<file path="src/rtl/axi_stream_strip_header.sv">
// axi_stream_strip_header: strips N leading bytes per packet and realigns the payload onto full output beats
module axi_stream_strip_header #(
    parameter int DATA_WD      = 32,
    parameter int DATA_BYTE_WD = DATA_WD / 8,
    parameter int BYTE_CNT_WD  = $clog2(DATA_BYTE_WD)
) (
    input  logic                    clk,
    input  logic                    rst_n,
    input  logic                    valid_in,
    input  logic [DATA_WD-1:0]      data_in,
    input  logic [DATA_BYTE_WD-1:0] keep_in,
    input  logic                    last_in,
    output logic                    ready_in,
    output logic                    valid_out,
    output logic [DATA_WD-1:0]      data_out,
    output logic [DATA_BYTE_WD-1:0] keep_out,
    output logic                    last_out,
    input  logic                    ready_out,
    input  logic                    valid_strip,
    input  logic [BYTE_CNT_WD-1:0]  byte_strip_cnt,
    output logic                    ready_strip,
    output logic                    drop_pulse
);
    localparam int CW = $clog2(DATA_WD) + 1;
    localparam logic [CW-1:0] WB = CW'(DATA_BYTE_WD);

    typedef enum logic [1:0] {S_HEAD, S_BODY, S_FLUSH} state_t;

    state_t             state, state_nxt;
    logic [DATA_WD-1:0] residue, residue_nxt, emit_data, head_shift, body_word, body_res;
    logic [CW-1:0]      r_cnt, r_nxt, emit_cnt, n, v, tot;
    logic               can_emit, emit, emit_last, drop;

    function automatic logic [CW-1:0] popc(input logic [DATA_BYTE_WD-1:0] k);
        popc = '0;
        for (int i = 0; i < DATA_BYTE_WD; i++) popc = popc + CW'(k[i]);
    endfunction

    function automatic logic [DATA_BYTE_WD-1:0] kmask(input logic [CW-1:0] c);
        kmask = ~({DATA_BYTE_WD{1'b1}} >> c);
    endfunction

    function automatic logic [DATA_WD-1:0] lanes(input logic [DATA_BYTE_WD-1:0] k);
        for (int i = 0; i < DATA_BYTE_WD; i++) lanes[i*8 +: 8] = {8{k[i]}};
    endfunction

    assign can_emit   = !valid_out || ready_out;
    assign n          = CW'(byte_strip_cnt) + CW'(1);
    assign v          = last_in ? popc(keep_in) : WB;
    assign tot        = r_cnt + v;
    assign head_shift = data_in << {n, 3'b000};
    assign body_word  = residue | (data_in >> {r_cnt, 3'b000});
    assign body_res   = data_in << {WB - r_cnt, 3'b000};

    // next-state, handshakes and the beat to load into the output register
    always_comb begin
        state_nxt   = state;
        residue_nxt = residue;
        r_nxt       = r_cnt;
        emit        = 1'b0;
        emit_data   = body_word;
        emit_cnt    = WB;
        emit_last   = 1'b0;
        drop        = 1'b0;
        ready_in    = 1'b0;
        ready_strip = 1'b0;
        case (state)
            S_HEAD: begin
                ready_in    = rst_n && valid_strip && valid_in && can_emit;
                ready_strip = ready_in;
                if (ready_in) begin
                    if (!last_in) begin
                        residue_nxt = head_shift;
                        r_nxt       = WB - n;
                        state_nxt   = S_BODY;
                    end else if (v > n) begin
                        emit      = 1'b1;
                        emit_data = head_shift;
                        emit_cnt  = v - n;
                        emit_last = 1'b1;
                    end else begin
                        drop = 1'b1;
                    end
                end
            end
            S_BODY: begin
                ready_in = rst_n && can_emit;
                if (ready_in && valid_in) begin
                    emit = 1'b1;
                    if (!last_in) begin
                        residue_nxt = body_res;
                    end else if (tot <= WB) begin
                        emit_cnt  = tot;
                        emit_last = 1'b1;
                        state_nxt = S_HEAD;
                    end else begin
                        residue_nxt = body_res;
                        r_nxt       = tot - WB;
                        state_nxt   = S_FLUSH;
                    end
                end
            end
            S_FLUSH: begin
                if (can_emit) begin
                    emit      = 1'b1;
                    emit_data = residue;
                    emit_cnt  = r_cnt;
                    emit_last = 1'b1;
                    state_nxt = S_HEAD;
                end
            end
            default: state_nxt = S_HEAD;
        endcase
    end

    // packet state and residue bytes carried between beats
    always_ff @(posedge clk or negedge rst_n) begin
        if (!rst_n) begin
            state   <= S_HEAD;
            residue <= '0;
            r_cnt   <= '0;
        end else begin
            state   <= state_nxt;
            residue <= residue_nxt;
            r_cnt   <= r_nxt;
        end
    end

    // registered output beat; invalid lanes are zeroed on load
    always_ff @(posedge clk or negedge rst_n) begin
        if (!rst_n) begin
            valid_out  <= 1'b0;
            data_out   <= '0;
            keep_out   <= '0;
            last_out   <= 1'b0;
            drop_pulse <= 1'b0;
        end else begin
            drop_pulse <= drop;
            if (can_emit) begin
                valid_out <= emit;
                if (emit) begin
                    data_out  <= emit_data & lanes(kmask(emit_cnt));
                    keep_out  <= kmask(emit_cnt);
                    last_out  <= emit_last;
                end
            end
        end
    end
endmodule

</file>
<file path="config.mk">
export PLATFORM = sky130hd
export DESIGN_NAME = axi_stream_strip_header
export DESIGN_NICKNAME = d
export VERILOG_FILES = /design/src/rtl/axi_stream_strip_header.sv
export SDC_FILE = /design/constraint.sdc
export NUM_CORES = 1
export LEC_CHECK = 0
export BUFFER_PORTS_ARGS = -buffer_cell sky130_fd_sc_hd__buf_4
export CAP_MARGIN = 0
export CORE_ASPECT_RATIO = 1.4
export CORE_UTILIZATION = 58
export DETAILED_ROUTE_END_ITERATION = 6
export GPL_ROUTABILITY_DRIVEN = 0
export GPL_TIMING_DRIVEN = 1
export PLACE_DENSITY_LB_ADDON = 0.25
export SYNTH_ARGS = -nofsm -noshare
export SYNTH_HDL_FRONTEND = slang
export SYNTH_SLANG_ARGS = --single-unit
</file>
<file path="constraint.sdc">
create_clock -name clk -period 3.95 [get_ports clk]
set_input_delay 0.395 -clock clk [delete_from_list [all_inputs] [get_ports clk]]
set_output_delay 0.395 -clock clk [all_outputs]
set_load 0.1 [all_outputs]
</file>
Yosys cells after proc, flatten, opt, wreduce, memory -nomap -nowiden
Index checks and enable logic that the tools add are counted.
{ "totals": {"register_bits": 79, "latch_bits": 0, "ram_bits": 0, "mem_bits_ro": 0, "in_bits": 44, "out_inout_bits": 41, "n_memories": 0} }
{ "classes": {"n_addsub": 9, "mul": 0, "n_div": 0, "magnitude_cmp": 2, "eq_ne": 9, "shifts": 4, "n_mux": 49, "bitwise_logic": 3, "n_reduce_logical": 13} }
{ "ops": {"columns": ["op", "count"], "rows": [
  ["2-to-1 mux 32 bit", 9],
  ["one-hot mux 32 bit (2 select lines)", 2],
  ["2-to-1 mux 6 bit", 12],
  ["bitwise AND 32 bit", 1],
  ["bitwise OR 32 bit", 1],
  ["left shift 32 x 6 -> 32 bit", 1],
  ["left shift 32 x 9 -> 32 bit", 1],
  [">> shifter 32 x 9 -> 32 bit", 1],
  ["one-hot mux 6 bit (3 select lines)", 1],
  ["2-to-1 mux 1 bit", 13],
  ["2-to-1 mux 2 bit", 6],
  ["inequality test 2 bit, second input constant", 6],
  ["one-hot mux 6 bit (2 select lines)", 1],
  ["AND reduction 5 bit", 2],
  ["adder 6 x 4 -> 6 bit", 1],
  ["less-or-equal comparator 6 x 3 -> 1 bit, second input constant", 1],
  ["one-hot mux 1 bit (3 select lines)", 2],
  ["one-hot mux 2 bit (3 select lines)", 1],
  ["AND reduction 6 bit", 1],
  [">> shifter 4 x 6 -> 4 bit, first input constant", 1],
  ["subtractor 3 x 6 -> 6 bit, first input constant", 1],
  ["subtractor 6 x 3 -> 6 bit, second input constant", 1],
  ["logical AND 1 bit", 5],
  ["subtractor 4 x 3 -> 5 bit", 1],
  ["other kinds (17)", 17]
]} }

Logic depth before layout (Yosys ltp)
Gate-level depths: netlist (run 1).
{ "depth": {"ltp_word": 13, "mapped_depth": 19, "ltp_nobuf": 17} }

Worst setup path after synthesis (run 1)
No wires, ideal clock.
{ "synth_path": {"kind": "input -> register", "startpoint": "in keep_in[0]", "endpoint": "reg data_out[20]", "arrival_time_ps": 3895, "required_ps": 3827, "setup_slack_ps": -68, "path_stages": 18, "n_path_buf": 1, "path_cell_list": "fa_1 ha_1 ha_1 nand2_1 inv_1 ha_1 a211oi_1 nor2_1 xnor2_1 ha_1 nand2_1 o21bai_1 and2_1 nand4_1 o2bb2ai_1 or3_1 buf_2 a32o_1"} }
{ "synth_via": {"elab_chain_cells": 13} }
{ "synth_rtl": {"columns": ["element", "line", "text"], "rows": [
  ["start: declaration", "11", "input logic [DATA_BYTE_WD-1:0] keep_in,"],
  ["adder 1 x 1 -> 2 bit (*)", "36", "for (int i = 0; i < DATA_BYTE_WD; i++) popc = popc + CW'(k[i]);"],
  ["adder 2 x 1 -> 3 bit (*)", "36", null],
  ["adder 3 x 1 -> 4 bit (*)", "36", null],
  ["2-to-1 mux 4 bit (*)", "49", "assign v = last_in ? popc(keep_in) : WB;"],
  ["adder 6 x 4 -> 6 bit", "50", "assign tot = r_cnt + v;"],
  ["less-or-equal comparator 6 x 3 -> 1 bit", "92", "end else if (tot <= WB) begin"],
  ["2-to-1 mux 6 bit", "92", null],
  ["2-to-1 mux 6 bit", "90", "if (!last_in) begin"],
  ["2-to-1 mux 6 bit", "88", "if (ready_in && valid_in) begin"],
  ["one-hot mux 6 bit (3 select lines)", "67", "case (state)"],
  [">> shifter 4 x 6 -> 4 bit", "40", "kmask = ~({DATA_BYTE_WD{1'b1}} >> c);"],
  ["NOT 4 bit", "40", null],
  ["bitwise AND 32 bit", "142", "data_out <= emit_data & lanes(kmask(emit_cnt));"],
  ["end signal: assignment", "142", null],
  ["end: declaration", "15", "output logic [DATA_WD-1:0] data_out,"]
]} }
Mark *: on every way between the ends. The rest lies on a longest branch, timed or not.
A chain may end at the register's enable or synchronous reset.

Final worst setup path (run 1)
{ "layout_path": {"startpoint": "in keep_in[0]", "endpoint": "reg residue[30]"} }
{ "layout_via": {"elab_chain_cells": 8} }
{ "layout_rtl": {"columns": ["element", "line", "text"], "rows": [
  ["adder 1 x 1 -> 2 bit", "36", null],
  ["adder 2 x 1 -> 3 bit", "36", null],
  ["adder 3 x 1 -> 4 bit", "36", null],
  ["2-to-1 mux 4 bit", "49", null],
  ["adder 6 x 4 -> 6 bit", "50", null],
  ["less-or-equal comparator 6 x 3 -> 1 bit", "92", null],
  ["inequality test 3 bit (no line)", null, null],
  ["AND reduction 5 bit (no line)", null, null],
  ["end signal: assignment", "124", "residue <= residue_nxt;"],
  ["end: declaration", "30", "logic [DATA_WD-1:0] residue, residue_nxt, emit_data, head_shift, body_word, body_res;"]
]} }
No other way between the ends.

==> impl_results.md, run 1 <==
- Status: complete, but fails checks
- Violated checks: design-rule violations
- GRT Total Usage: 0.383
- Worst setup SP type: input port
- Global-route wire length before repair: 30200 µm
- Final wirelength: 18900 µm
- #FFs+latches synth: 79
- Clock power share: 0.131
- Hold buffers post-CTS: 0
- Most used cell, CP: buf_4
- Pleak: 3.33 nW
- Die width: 86.3 µm
- # fillers: 748
- Hold slack final: 163 ps
- Post-Syn Instances: 682
- Met1 usage: 0.451
- Max Freq: 265 MHz
- ANT nets after route: 0
- Final #Nets: 832
- Total CTS buffers: 9
- Clock sinks: 79
- Tot Pwr: 6.34 mW
- Final Hold Fails: 0
- Crit. End Element: flop
- Slew margin rel.: 0.406
- Power Density: 900 nW/µm²
- TNS Setup: 0 ps
- Area delta synth->final: 22.2%
- Number of flops mapped to enable cells by yosys: 0
- Vias in the first global route: 5879
- TritonCTS clock tree: done
- Clk slew on worst S/H paths: 60 ps
- Routed vias/inst: 6.58
- Worst slew pin tran: 888 ps
- # Max-Cap Violations: 0
- Rows: 42
- Layout cells sized above 1: 0.234
- Slew Limit Fails: 0
- GRT busiest layer: met2
- Setup slack after layout: 170 ps
- Post-synthesis cell area: 5770 µm²
- Syn Nets: 742
- Crit-path slowest cell: fa_1
- Final Critical Period: 3780 ps
- Clock Latency Late Sink: 350 ps
- Post-synth ARST share: 1.00
- Crit-path max cell delay: 550 ps
- Final Non-Filler Cells: 909
- Chip Height: 120 µm
- Sw Ratio: 0.536
- Post-DP HPWL: 13300 µm
- Grt met2 use: 0.609
- Pin count of the biggest net entering global routing: 57
- Commonest non-fill, non-tap cell in the layout: buf_4
- Cell count after placement: 891
- Met3 usage: 0.0949
- Area of the multi-input gates: 3530 µm²
- Hold WC Path Type: in -> async
- Crit path max fanout: 7
- DRC viols: 6
- Worst-case clock buffer depth: 2
- H-tree depth: 3
- Placement Setup Slack: -279 ps
- CP cell instances: buf_4 > fa_1 > ha_2 > ha_4 > nand2_2 > inv_1 > ha_1 > a211oi_2 > nor2_2 > xnor2_2 > ha_2 > nand2_1 > o21bai_1 > and2_1 > buf_4 > nand2_1 > o211ai_1 > buf_4 > mux2_2
- Skew final: 11.1 ps
- Internal Power: 2.95 mW
- Switching power: 3.40 mW
- Yosys cell types: 63
- Number of primary I/O pins: 85
- Initial antenna violation count: 0
- Post-DR wirelength/cell: 20.8 µm
- Yosys Warn Count: 0
- Drt initial violations: 1056
- DR vias: 5978
- Setup Viol. Count Final: 0
- Clock Tree Root: clkbuf_16
- Crit Path Category: in -> reg
- Placeable Area: 9560 µm²
- First-pass DRT Iterations: 7
- Port-buffer cells: 84
- Main synth FF type: dfrtp_1
- Die area: 10400 µm²
- Post-synthesis sequential area ratio: 0.343
- Starting Density: 0.603
- FF+latch area: 1980 µm²
- Antenna Cells: 0
- Peak VDD IR: 683 µV
- Seq pwr share: 0.218
- Worst Path Required: 4180 ps
- Logic pwr share: 0.650
- Final period util: 0.957
- Arrival @ worst endpoint: 4010 ps
- Grt ovf: 0
- Most frequent cells in the layout: buf_4 (131), nand2_1 (99), dfrtp_1 (78), a21oi_1 (62), o21ai_0 (48)
- Syn_area_per_cell: 8.46 µm²
-- timing repair --
item	CTS	global route
endpoints found under the setup margin	0	44
hold endpoints to repair	0	0
setup buffers	0	2
resized for setup	0	7
-- through the flow --
step,area [µm²],utilization
after detailed placement,6700,0.701
after global placement,6700,0.701
final,7050,0.737
after CTS,7000,0.732
after global routing,7050,0.737
after floorplan,5810,-
-- routing by layer --
layer	vias to the layer above	wire length, µm
li1	2667	-
met1	2774	6630
met2	428	9070
met3	109	1890
met4	0	1270
met5	-	0
-- critical path, delay by kind of cell --
kind	cells	cell delay (ps)
fa+ha+maj	5	1440
xor+xnor	1	170
mux	1	350
compound gates	3	670
simple gates	5	440
buf+inv	4	530
-- path summary, 6_finish.rpt --
kind,startpoint,endpoint,slack (ps),cells after the start
max,keep_in[0],residue[30],170,19
min,rst_n,residue[26],160,2
max reg2reg,r_cnt[1],residue[11],570,10
min reg2reg,data_out[8],data_out[8],480,2
max in group asynchronous,rst_n,residue[6],2780,3
min in group clk,last_in,state[0],320,2
-- layout make-up --
| type | instances | area share |
|---|---|---|
| clock inverter | 7 | 0.0105 |
| inverter | 19 | 0.0101 |
| multi-input combinational | 531 | 0.501 |
| clock buffer | 9 | 0.0319 |
| tap | 132 | 0.0234 |
| sequential | 79 | 0.281 |
| timing repair buffer | 132 | 0.142 |
-- synthesized netlist by cell type (all sizes together), types with 13 or more instances --
| cell | count | area (µm²) |
|---|---|---|
| a21oi | 62 | 310 |
| mux2i | 41 | 410 |
| clkbuf | 27 | 101 |
| nand2 | 100 | 375 |
| dfrtp | 79 | 1980 |
| buf | 26 | 139 |
| nor2 | 45 | 169 |
| a22o | 25 | 219 |
| a211oi | 18 | 135 |
| inv | 17 | 63.8 |
| nor3 | 16 | 91.3 |
| o21ai | 65 | 325 |
| o22ai | 13 | 81.3 |
-- sequential cells by signal, indices dropped and copies added, names as in the netlist --
register    cells
keep_out        4
last_out        1
data_out       32
state           2
drop_pulse      1
valid_out       1
residue        32
r_cnt           6
-- power groups by stage --
stage,Combinational (mW),Clock [mW],Sequential [mW]
floorplan,1.76,0,2.55
global placement,3.91,0,1.37
detailed placement,3.99,0,1.39
CTS,4.01,0.839,1.38
global route,4.37,0.879,1.42
finish,4.13,0.834,1.38
-- logic make-up (layout without fill, tap and decap cells) --
family | count (synthesis) | in the layout | share of synthesized area
AO/OA/AOI/OAI | 237 | 237 | 0.266
XOR/XNOR | 4 | 4 | 0.00607
adder cells (fa/ha/maj) | 16 | 16 | 0.0399
buffers and inverters | 72 | 167 | 0.0540
flip-flops | 79 | 79 | 0.343
multiplexers | 57 | 57 | 0.114
AND/OR/NAND/NOR | 217 | 217 | 0.177
(Power assumes the default switching activity.)
==> inputs of run 2 (changes only) <==
--- a/config.mk
+++ b/config.mk
@@ -8,10 +8,11 @@
 export BUFFER_PORTS_ARGS = -buffer_cell sky130_fd_sc_hd__buf_4
 export CAP_MARGIN = 0
 export CORE_ASPECT_RATIO = 1.4
-export CORE_UTILIZATION = 58
+export CORE_UTILIZATION = 55
 export DETAILED_ROUTE_END_ITERATION = 6
 export GPL_ROUTABILITY_DRIVEN = 0
 export GPL_TIMING_DRIVEN = 1
+export MAX_ROUTING_LAYER = met4
 export PLACE_DENSITY_LB_ADDON = 0.25
 export SYNTH_ARGS = -nofsm -noshare
 export SYNTH_HDL_FRONTEND = slang
==> impl_results.md, run 2 (same netlist as run 1, synthesis figures left out) <==
- GRT Total Usage: 0.376
- Internal Power: 3.06 mW
- Peak VDD IR: 574 µV
- Clock Latency Late Sink: 350 ps
- Port-buffer cells: 84
- Rows: 43
- DRC viols: 1
- Layout cells sized above 1: 0.230
- Worst Path Required: 4180 ps
- Slew Limit Fails: 0
- Worst setup SP type: input port
- Crit. End Element: flop
- H-tree depth: 3
- Pleak: 3.33 nW
- Seq pwr share: 0.216
- TNS Setup: 0 ps
- Worst slew pin tran: 757 ps
- Setup Viol. Count Final: 0
- Hold slack final: 324 ps
- Largest registers: data_out (32), residue (32), r_cnt (6)
- Clock power share: 0.147
- Violated checks: design-rule violations
- Die area: 10900 µm²
- Met3 WL: 1350 µm
- Placed cell areas: 6720 µm²
- ANT nets after route: 0
- Placement Setup Slack: -247 ps
- Top layer in use: met4
- Crit Path Category: in -> reg
- Final Critical Period: 3760 ps
- Area delta synth->final: 22.8%
- Grt ovf: 0
- Status: complete, but fails checks
- TritonCTS clock tree: done
- Die width: 88.6 µm
- Commonest non-fill, non-tap cell in the layout: buf_4
- Met2 WL: 9270 µm
- Worst-case clock buffer depth: 2
- First-pass DRT Iterations: 7
- Post-DP HPWL: 13500 µm
- Post-DR wirelength/cell: 20.6 µm
- Pin count of the biggest net entering global routing: 56
- Fin area: 7090 µm²
- Vias in the first global route: 5805
- Clock Tree Root: clkbuf_16
- Setup slack after layout: 191 ps
- Antenna Cells: 0
- Slew margin rel.: 0.492
- Skew final: 7.00 ps
- Final wirelength: 18800 µm
- Power Density: 911 nW/µm²
- Most frequent cells in the layout: buf_4 (128), nand2_1 (99), dfrtp_1 (78), a21oi_1 (62), o21ai_0 (48)
- Starting Density: 0.573
- Chip Height: 123 µm
- Clk slew on worst S/H paths: 60 ps
- Worst reg2reg setup slack: 650 ps
- Clock sinks: 79
- Final Hold Fails: 0
- DR vias: 5959
- # Max-Cap Violations: 0
- Final Non-Filler Cells: 910
- Max Freq: 266 MHz
- Fin util: 0.704
- Unrepaired setup endpoints after global routing: yes
- Cell count after placement: 894
- Arrival @ worst endpoint: 3990 ps
- Routed vias/inst: 6.55
- Tot Pwr: 6.45 mW
- Final period util: 0.952
- Number of primary I/O pins: 85
- # fillers: 837
- Switching power: 3.39 mW
- Final #Nets: 831
- Placeable Area: 10100 µm²
- Global-route wire length before repair: 29800 µm
- Sw Ratio: 0.526
- Drt initial violations: 710
- Logic pwr share: 0.637
- Initial antenna violation count: 0
- Total CTS buffers: 9
- Crit path max fanout: 9
- Hold WC Path Type: in -> reg
- Wire length on met1: 6940 µm
-- run 2: cell types whose count changed in the layout (fill, tap and decap cells not counted), sizes merged --
cell	change
clkinv	-3
bufinv	+2
buf	-2
clkinvlp	-1
clkbuf	+1
dlygate4sd3	+1
-- run 2: critical path, cell delays in order --
cell      delay, ps
buf_4           110
fa_1            470
ha_2            320
nand2_1          70
inv_1            60
ha_1            180
inv_1            70
fa_1            420
xnor2_1         230
buf_4           150
inv_1            50
ha_1            210
o21bai_1        180
and2_4          170
buf_4           130
nand2_1          80
o211ai_1        170
buf_4           240
mux2_2          280
-- run 2: worst paths after layout --
path / to / depth (start not counted) / startpoint
max: residue[27] / 19 / keep_in[0]
min: state[0] / 2 / last_in
max reg2reg: residue[11] / 10 / r_cnt[1]
min reg2reg: keep_out[3] / 1 / keep_out[3]
max in group asynchronous: data_out[9] / 3 / rst_n
min in group asynchronous: data_out[12] / 2 / rst_n
-- run 2: area by class of cell --
| type | instances | area (µm²) | share of cell area |
|---|---|---|---|
| Timing Repair Buffer | 131 | 1000 | 0.141 |
| Tap cell | 135 | 169 | 0.0238 |
| Multi-Input combinational cell | 531 | 3530 | 0.498 |
| Sequential cell | 79 | 1980 | 0.279 |
| Inverter | 19 | 71.3 | 0.0101 |
| Clock inverter | 5 | 108 | 0.0152 |
| Clock buffer | 10 | 229 | 0.0323 |
-- run 2: power by group through the flow --
stage,combinational (mW),clock [mW],sequential (mW)
6_report,4.11,0.950,1.39
4_1_cts,4.04,0.954,1.39
5_1_grt,4.37,0.989,1.43
3_5_place_dp,4.03,0,1.39
2_1_floorplan,1.76,0,2.55
3_3_place_gp,3.94,0,1.38
-- run 2: per-layer routing --
metal,vias up,GRT usage
li1,2667,-
met5,-,-
met3,100,0.0521
met2,374,0.600
met4,0,0.255
met1,2818,0.434
-- run 2: repair_timing --
action,in CTS,in global routing
hold buffers,1,0
gates resized for setup,0,5
setup endpoints to repair,0,39
buffers inserted,0,0
hold endpoints to repair,24,0
